==> src/rtl/ksa_swap_s_mem_pkg.sv <==
`default_nettype none
// ============================================================================
// Package  : rc4_pkg
// Purpose  : Shared RC4 definitions: S-box size, key-length defaults, the
//            key-scheduling state encoding and MSB-first key byte extraction.
// Revision : 1.0 - initial release
// ============================================================================
package rc4_pkg;

  // Number of entries in the RC4 permutation table
  localparam int S_SIZE = 256;

  // Key length used when a stage is instantiated without an override
  localparam int KEY_BYTES_DEFAULT = 3;

  // Widest key that the byte extraction helper accepts
  localparam int KEY_BYTES_MAX = 32;

  // Key-scheduling sequencer states, one per cycle of a 6-cycle iteration
  typedef enum logic [2:0] {
    ST_IDLE = 3'd0,
    ST_RD_I = 3'd1,
    ST_WT_I = 3'd2,
    ST_RD_J = 3'd3,
    ST_WT_J = 3'd4,
    ST_WR_I = 3'd5,
    ST_WR_J = 3'd6,
    ST_DONE = 3'd7
  } ksa_state_t;

  // Width of a counter that indexes key bytes; never narrower than one bit
  function automatic int kidx_width(input int key_bytes);
    return (key_bytes > 1) ? $clog2(key_bytes) : 1;
  endfunction

  // Byte idx of a key whose byte 0 sits in the most significant position.
  // The key is passed zero-extended to the widest supported length.
  function automatic logic [7:0] key_byte(
    input logic [8*KEY_BYTES_MAX-1:0] key,
    input int                         idx,
    input int                         key_bytes
  );
    int pos;
    pos = 8 * (key_bytes - 1 - idx);
    return key[pos +: 8];
  endfunction

endpackage : rc4_pkg
`default_nettype wire

==> src/rtl/ksa_swap_s_mem_if.sv <==
`default_nettype none
// ============================================================================
// Interface : ksa_swap_s_mem_if
// Purpose   : Control handshake and s_memory port of the RC4 key-scheduling
//             stage. The master side is the task top level (controller plus
//             memory mux); the slave side is the key-scheduling stage.
// Revision  : 1.0 - initial release
// ============================================================================
interface ksa_swap_s_mem_if
  import rc4_pkg::*;
#(
  parameter int KEY_BYTES = KEY_BYTES_DEFAULT
) ();

  logic                   start;
  logic [8*KEY_BYTES-1:0] secret_key;
  logic [7:0]             mem_q;
  logic [7:0]             mem_address;
  logic [7:0]             mem_data;
  logic                   mem_wren;
  logic                   busy;
  logic                   done;

  modport master (
    output start,
    output secret_key,
    output mem_q,
    input  mem_address,
    input  mem_data,
    input  mem_wren,
    input  busy,
    input  done
  );

  modport slave (
    input  start,
    input  secret_key,
    input  mem_q,
    output mem_address,
    output mem_data,
    output mem_wren,
    output busy,
    output done
  );

endinterface : ksa_swap_s_mem_if
`default_nettype wire

==> src/rtl/ksa_swap_s_mem_key_sel.sv <==
`default_nettype none
// ============================================================================
// Module   : rc4_key_byte_sel
// Purpose  : Combinational selection of one key byte (byte 0 = MSB byte).
//            Shared by the key-scheduling and PRGA stages.
// Revision : 1.0 - initial release
// ============================================================================
module rc4_key_byte_sel
  import rc4_pkg::*;
#(
  parameter int KEY_BYTES = KEY_BYTES_DEFAULT,
  parameter int KIDX_W    = kidx_width(KEY_BYTES)
) (
  input  logic [8*KEY_BYTES-1:0] key,
  input  logic [KIDX_W-1:0]      idx,
  output logic [7:0]             sel_byte
);

  logic [8*KEY_BYTES_MAX-1:0] w_key_ext;

  // Place the key in the low bytes of the widest key format
  always_comb begin
    w_key_ext                  = '0;
    w_key_ext[8*KEY_BYTES-1:0] = key;
  end

  assign sel_byte = key_byte(w_key_ext, int'(idx), KEY_BYTES);

endmodule : rc4_key_byte_sel
`default_nettype wire

==> src/rtl/ksa_swap_s_mem.sv <==
`default_nettype none
// ============================================================================
// Module   : ksa_swap_s_mem
// Purpose  : RC4 key-scheduling pass over an initialised s_memory. For
//            i = 0..255: j += s[i] + key[i mod KEY_BYTES]; swap s[i], s[j].
//            Each iteration is read i, read j, write i, write j (6 cycles)
//            against a memory with a registered address and 1-cycle read.
// Revision : 1.0 - initial release
// ============================================================================
module ksa_swap_s_mem
  import rc4_pkg::*;
#(
  parameter int KEY_BYTES = KEY_BYTES_DEFAULT
) (
  input  logic             CLOCK_50,
  input  logic             reset_n,
  ksa_swap_s_mem_if.slave  bus
);

  localparam int KIDX_W = kidx_width(KEY_BYTES);

  ksa_state_t             r_state;
  logic [7:0]             r_i;
  logic [7:0]             r_j;
  logic [KIDX_W-1:0]      r_kidx;
  logic [7:0]             r_si;
  logic [7:0]             r_sj;
  logic [8*KEY_BYTES-1:0] r_key;

  logic [7:0]             w_key_byte;
  logic [7:0]             w_mem_address;
  logic [7:0]             w_mem_data;
  logic                   w_mem_wren;
  logic                   w_busy;
  logic                   w_done;

  rc4_key_byte_sel #(
    .KEY_BYTES (KEY_BYTES),
    .KIDX_W    (KIDX_W)
  ) u_key_sel (
    .key      (r_key),
    .idx      (r_kidx),
    .sel_byte (w_key_byte)
  );

  // Sequencer: latch key on start, then walk the read/read/write/write loop.
  // The j update uses the s[i] value arriving on mem_q in WT_I, so RD_J
  // already addresses the new j.
  always_ff @(posedge CLOCK_50 or negedge reset_n) begin
    if (!reset_n) begin
      r_state <= ST_IDLE;
      r_i     <= '0;
      r_j     <= '0;
      r_kidx  <= '0;
      r_si    <= '0;
      r_sj    <= '0;
      r_key   <= '0;
    end else begin
      case (r_state)
        ST_IDLE: begin
          if (bus.start) begin
            r_key   <= bus.secret_key;
            r_i     <= '0;
            r_j     <= '0;
            r_kidx  <= '0;
            r_state <= ST_RD_I;
          end
        end
        ST_RD_I: r_state <= ST_WT_I;
        ST_WT_I: begin
          r_si    <= bus.mem_q;
          r_j     <= r_j + bus.mem_q + w_key_byte;
          r_state <= ST_RD_J;
        end
        ST_RD_J: r_state <= ST_WT_J;
        ST_WT_J: begin
          r_sj    <= bus.mem_q;
          r_state <= ST_WR_I;
        end
        ST_WR_I: r_state <= ST_WR_J;
        ST_WR_J: begin
          if (r_i == 8'(S_SIZE - 1)) begin
            r_state <= ST_DONE;
          end else begin
            r_i     <= r_i + 8'd1;
            r_kidx  <= (r_kidx == KIDX_W'(KEY_BYTES - 1)) ? '0 : r_kidx + 1'b1;
            r_state <= ST_RD_I;
          end
        end
        ST_DONE: r_state <= ST_IDLE;
        default: r_state <= ST_IDLE;
      endcase
    end
  end

  // Memory port decode: addresses only in the read/write slots, zero elsewhere.
  // When i == j both writes carry the same byte, leaving s unchanged.
  always_comb begin
    w_mem_address = '0;
    w_mem_data    = '0;
    w_mem_wren    = 1'b0;
    case (r_state)
      ST_RD_I: w_mem_address = r_i;
      ST_RD_J: w_mem_address = r_j;
      ST_WR_I: begin
        w_mem_address = r_i;
        w_mem_data    = r_sj;
        w_mem_wren    = 1'b1;
      end
      ST_WR_J: begin
        w_mem_address = r_j;
        w_mem_data    = r_si;
        w_mem_wren    = 1'b1;
      end
      default: begin
        w_mem_address = '0;
        w_mem_data    = '0;
        w_mem_wren    = 1'b0;
      end
    endcase
  end

  // Status flags: busy spans the working states, done is the DONE state
  always_comb begin
    w_busy = (r_state != ST_IDLE) && (r_state != ST_DONE);
    w_done = (r_state == ST_DONE);
  end

  assign bus.mem_address = w_mem_address;
  assign bus.mem_data    = w_mem_data;
  assign bus.mem_wren    = w_mem_wren;
  assign bus.busy        = w_busy;
  assign bus.done        = w_done;

endmodule : ksa_swap_s_mem
`default_nettype wire
==> src/flat_wrapper.sv <==
// flat-port wrapper written by rule: the top's interface ports become plain ports
module ksa_swap_s_mem_flat import rc4_pkg::*;
#(
  parameter int KEY_BYTES = KEY_BYTES_DEFAULT
)
  (CLOCK_50, reset_n, bus_start, bus_secret_key, bus_mem_q, bus_mem_address, bus_mem_data, bus_mem_wren, bus_busy, bus_done);
  ksa_swap_s_mem_if #(.KEY_BYTES(KEY_BYTES)) bus_i ();
  input  logic CLOCK_50;
  input  logic reset_n;
  input wire logic [$bits(bus_i.start)-1:0] bus_start;
  input wire logic [$bits(bus_i.secret_key)-1:0] bus_secret_key;
  input wire logic [$bits(bus_i.mem_q)-1:0] bus_mem_q;
  output wire logic [$bits(bus_i.mem_address)-1:0] bus_mem_address;
  output wire logic [$bits(bus_i.mem_data)-1:0] bus_mem_data;
  output wire logic [$bits(bus_i.mem_wren)-1:0] bus_mem_wren;
  output wire logic [$bits(bus_i.busy)-1:0] bus_busy;
  output wire logic [$bits(bus_i.done)-1:0] bus_done;
  assign bus_i.start = bus_start;
  assign bus_i.secret_key = bus_secret_key;
  assign bus_i.mem_q = bus_mem_q;
  assign bus_mem_address = bus_i.mem_address;
  assign bus_mem_data = bus_i.mem_data;
  assign bus_mem_wren = bus_i.mem_wren;
  assign bus_busy = bus_i.busy;
  assign bus_done = bus_i.done;
  ksa_swap_s_mem #(.KEY_BYTES(KEY_BYTES)) u_core (.CLOCK_50(CLOCK_50), .reset_n(reset_n), .bus(bus_i));
endmodule
==> config.mk <==
export PLATFORM = sky130hd
export DESIGN_NAME = ksa_swap_s_mem_flat
export DESIGN_NICKNAME = d
export VERILOG_FILES = /design/src/rtl/ksa_swap_s_mem_pkg.sv /design/src/rtl/ksa_swap_s_mem_if.sv /design/src/rtl/ksa_swap_s_mem_key_sel.sv /design/src/rtl/ksa_swap_s_mem.sv /design/src/flat_wrapper.sv
export SDC_FILE = /design/constraint.sdc
export NUM_CORES = 1
export LEC_CHECK = 0
export BUFFER_PORTS_ARGS = -buffer_cell sky130_fd_sc_hd__buf_4
export CAP_MARGIN = 20
export CORE_MARGIN = 2
export CORE_UTILIZATION = 24
export CTS_BUF_LIST = sky130_fd_sc_hd__clkbuf_16
export CTS_CLUSTER_DIAMETER = 60
export DETAILED_ROUTE_END_ITERATION = 10
export PLACE_DENSITY = 0.44
export SYNTH_ARGS = -nofsm -noshare
export SYNTH_HDL_FRONTEND = slang
export SYNTH_SLANG_ARGS = --single-unit
==> constraint.sdc <==
create_clock -name CLOCK_50 -period 4.68 [get_ports CLOCK_50]
set_input_delay 0.468 -clock CLOCK_50 [delete_from_list [all_inputs] [get_ports CLOCK_50]]
set_output_delay 0.468 -clock CLOCK_50 [all_outputs]
set_load 0.01 [all_outputs]
==> results by group <==
Finish
  • Register cell area after layout: 1530 sq um
  • Post-Layout Cell Count: 589
  • Most common cell after layout, fill and taps aside: nand2_1
  • Utilization after layout: 0.309
  • Commonest non-fill, non-tap cells in the layout: nand2_1, dfrtp_1, buf_4, nor2_1
  • Nets: 457
  • Fin area: 4250 sq um
  • Filler cells: 1472
  • Area of the multi-input gates: 1710 sq um
  • Ant. Diodes: 0
  • Layout cells sized above 1: 0.208
  • Area added between synthesis and finish: 27.1%

Clock network
  • CTS resizes: 0
  • Clock sinks: 61
  • CTS max path bufs: 2
  • Total CTS buffers: 9
  • Clk_lat worst skew: 330 ps
  • Clk pin slew, worst setup/hold paths: 50 ps
  • Clock root buffer: clkbuf_16
  • # hold bufs at CTS: 0
  • Setup Fix Bufs, Post-CTS: 0
  • CTS tree: done
  • H-Tree Depth: 3

Critical path
  • Delay-heaviest family, CP: adder cells
  • Crit path max-delay cell type: ha_1
  • Crit Path Class: reg2reg
  • CP Data Arrival Time: 3990 ps
  • CP max stage delay: 610 ps
  • Worst Path Buf+Inv: 1
  • Worst-path maximum fanout: 13
  • Critical Path RT: 4880 ps
  • CP cell instances: inv_1 -> ha_1 -> and2_0 -> a21oi_1 -> nor2_1 -> fa_1 -> ha_1 -> a21o_1 -> a21o_1 -> a21oi_1 -> nor4b_1 -> or3_1
  • Nature of the critical path startpoint: flop
  • Nature of the critical path endpoint: flop

Synth
  • Compound-Gate Fraction of Synth Area: 0.108
  • Synthesized Nets: 409
  • Post-Syn Area per Cell: 9.38 sq um
  • Top FF cell, synth: dfrtp_1
  • Largest family of logic cells by synthesized area: simple AND/OR/NAND/NOR gates
  • Mux cell area share after synthesis: 0.0543
  • Synth warnings: 0
  • Cells after synthesis: 356
  • Synth cell types: 46
  • Synth Area in Adders: 0.0854
  • Post-Synth XOR/XNOR Area: 0.0262
  • Synth Register Bits: 61
  • Post-synth EDFFs: 0
  • Post-Synth Simple-Gate Area: 0.235
  • Ys async rst share: 1.00
  • Syn Std Cell Area: 3340 sq um
  • Sequential fraction of the synthesis area: 0.457

Power
  • NetSw: 1230 uW
  • VDD IR-drop max: 0.247 mV
  • Internal: 1920 uW
  • Reg power frac: 0.307
  • Sw frac: 0.392
  • Clock network power share: 0.218
  • Leakage: 0.00204 uW
  • Power share of the combinational group: 0.475
  • Cell Pwr Density: 742 nW/um^2

STA
  • Minimum clock period: 3790 ps
  • Max_slew headroom: 0.459
  • Final setup vio count: 0
  • Final Hold Fails: 0
  • Unrepaired setup endpoints after global routing: no
  • Final Hold Slack: 210 ps
  • Final period util: 0.810
  • Setup TNS: 0 ps
  • Max Fclk: 264 MHz
  • Pins Over Slew Limit: 0
  • Worst-margin pin slew: 812 ps
  • Skew final: 7.70 ps

Drt
  • DR vias/cell: 4.40
  • WL final: 8.39 mm
  • Mean routed wirelength per cell: 14.2 microns
  • Final ANT Viol Nets: 0
  • Drc violations: 0
  • Routed vias: 2590
  • DR iter-0 viols: 196
  • Number of iterations in the first detailed-routing pass: 4

Flow run
  • Max-Cap Viols: 0

Worst hold path
  • Tightest Hold Check Type: in2async

Die
  • Die Y: 122 microns
  • FP Rows: 43
  • Initial Utilization: 0.244
  • Die ar.: 14900 sq um
  • Die span in x: 122 microns
  • Ports: 54
  • Core area: 13700 sq um

Run status
  • Status: finished clean

Placement
  • GPL Wtd Cong: 0.870
  • IO Port Bufs: 53
  • Dpl hpwl: 5.98 mm
  • Placed insts: 572
  • Placed cell area: 3910 sq um

Global route
  • Overflow left after global routing: 0
  • Initial antenna violation count: 0
  • First-pass GRT wire length: 13.6 mm
  • Number of global-route vias before repair: 2718
  • GRT Resource Usage Total: 0.119
  • Pin count of the biggest net entering global routing: 62
[power groups by stage]
stage / clock [uW] / combinational, uW / sequential, uW
after detailed placement: 0 / 1490 / 978
after floorplan: 0 / 1160 / 868
final: 688 / 1500 / 967
after global placement: 0 / 1480 / 982
after global routing: 728 / 1710 / 1000
after CTS: 704 / 1500 / 970
[cell families (layout without fill, tap and decap cells)]
logic type / after synthesis / after routing
AND/OR/NAND/NOR: 173 / 173
flip-flops: 61 / 61
AO/OA/AOI/OAI: 50 / 50
buffers and inverters: 27 / 80
adder cells (fa/ha/maj): 18 / 18
multiplexers: 17 / 17
XOR/XNOR: 10 / 10
[state kept, by name (all words and copies together) (netlist names)]
| register | count |
|---|---|
| u_core.r_kidx | 2 |
| u_core.r_state | 3 |
| u_core.r_j | 8 |
| u_core.r_i | 8 |
| u_core.r_key | 24 |
| u_core.r_si | 8 |
| u_core.r_sj | 8 |
[path summary, 6_finish.rpt]
check                                   start                 to  slack, ps  cells after the start
setup / recovery             u_core.r_kidx[0]      u_core.r_j[6]        890                     12
hold / removal                        reset_n  u_core.r_state[0]        210                      1
setup reg to reg             u_core.r_kidx[0]      u_core.r_j[6]        890                     12
hold reg to reg              u_core.r_key[14]   u_core.r_key[14]        470                      2
max in group asynchronous             reset_n    u_core.r_key[8]       3900                      1
min in group CLOCK_50      bus_secret_key[19]   u_core.r_key[19]        330                      3
[worst register-to-register path, delay by kind of cell, from the launching register on]
kind | cells | cell delay [ps]
compound gates | 4 | 630
fa+ha+maj | 3 | 1380
buf+inv | 1 | 140
flops | 1 | 570
simple gates | 4 | 960
[final cells by class]
type	count	area share
Multi-Input combinational cell	268	0.403
Sequential cell	61	0.360
Timing Repair Buffer	58	0.107
Clock buffer	9	0.0531
Tap cell	180	0.0531
Clock inverter	7	0.0192
Inverter	6	0.00531
[Yosys cell counts (5+ instances only)]
| cell | count | area, sq um |
|---|---|---|
| nand2_1 | 108 | 405 |
| dfrtp_1 | 61 | 1530 |
| nor2_1 | 23 | 86.3 |
| a22o_1 | 12 | 105 |
| nor2b_1 | 12 | 75.1 |
| a21oi_1 | 10 | 50.1 |
| buf_2 | 10 | 50.1 |
| ha_1 | 10 | 125 |
| clkbuf_1 | 9 | 33.8 |
| mux2_2 | 9 | 101 |
| a22oi_1 | 8 | 60.1 |
| fa_1 | 8 | 160 |
| mux2i_1 | 8 | 80.1 |
| inv_1 | 6 | 22.5 |
| nand3_1 | 6 | 30.0 |
| o21ai_0 | 6 | 30.0 |
| xnor2_1 | 5 | 43.8 |
| xor2_1 | 5 | 43.8 |
[per-stage QoR]
stage          power (uW)  setup slack [ps]
2_1_floorplan        2030              1260
3_3_place_gp         2460              1030
3_5_place_dp         2470               869
4_1_cts              3170               852
5_1_grt              3440               564
6_report             3150               890
[metal layers]
metal,routed length (microns),part of all wire,track usage,up-vias
met2,4000,0.48,0.196,30
met1,4020,0.48,0.154,1265
met5,0,0,0,-
li1,-,-,-,1286
met4,131,0.016,0.0388,0
met3,246,0.029,0.0272,9
Power figures use the tool's default switching activity.
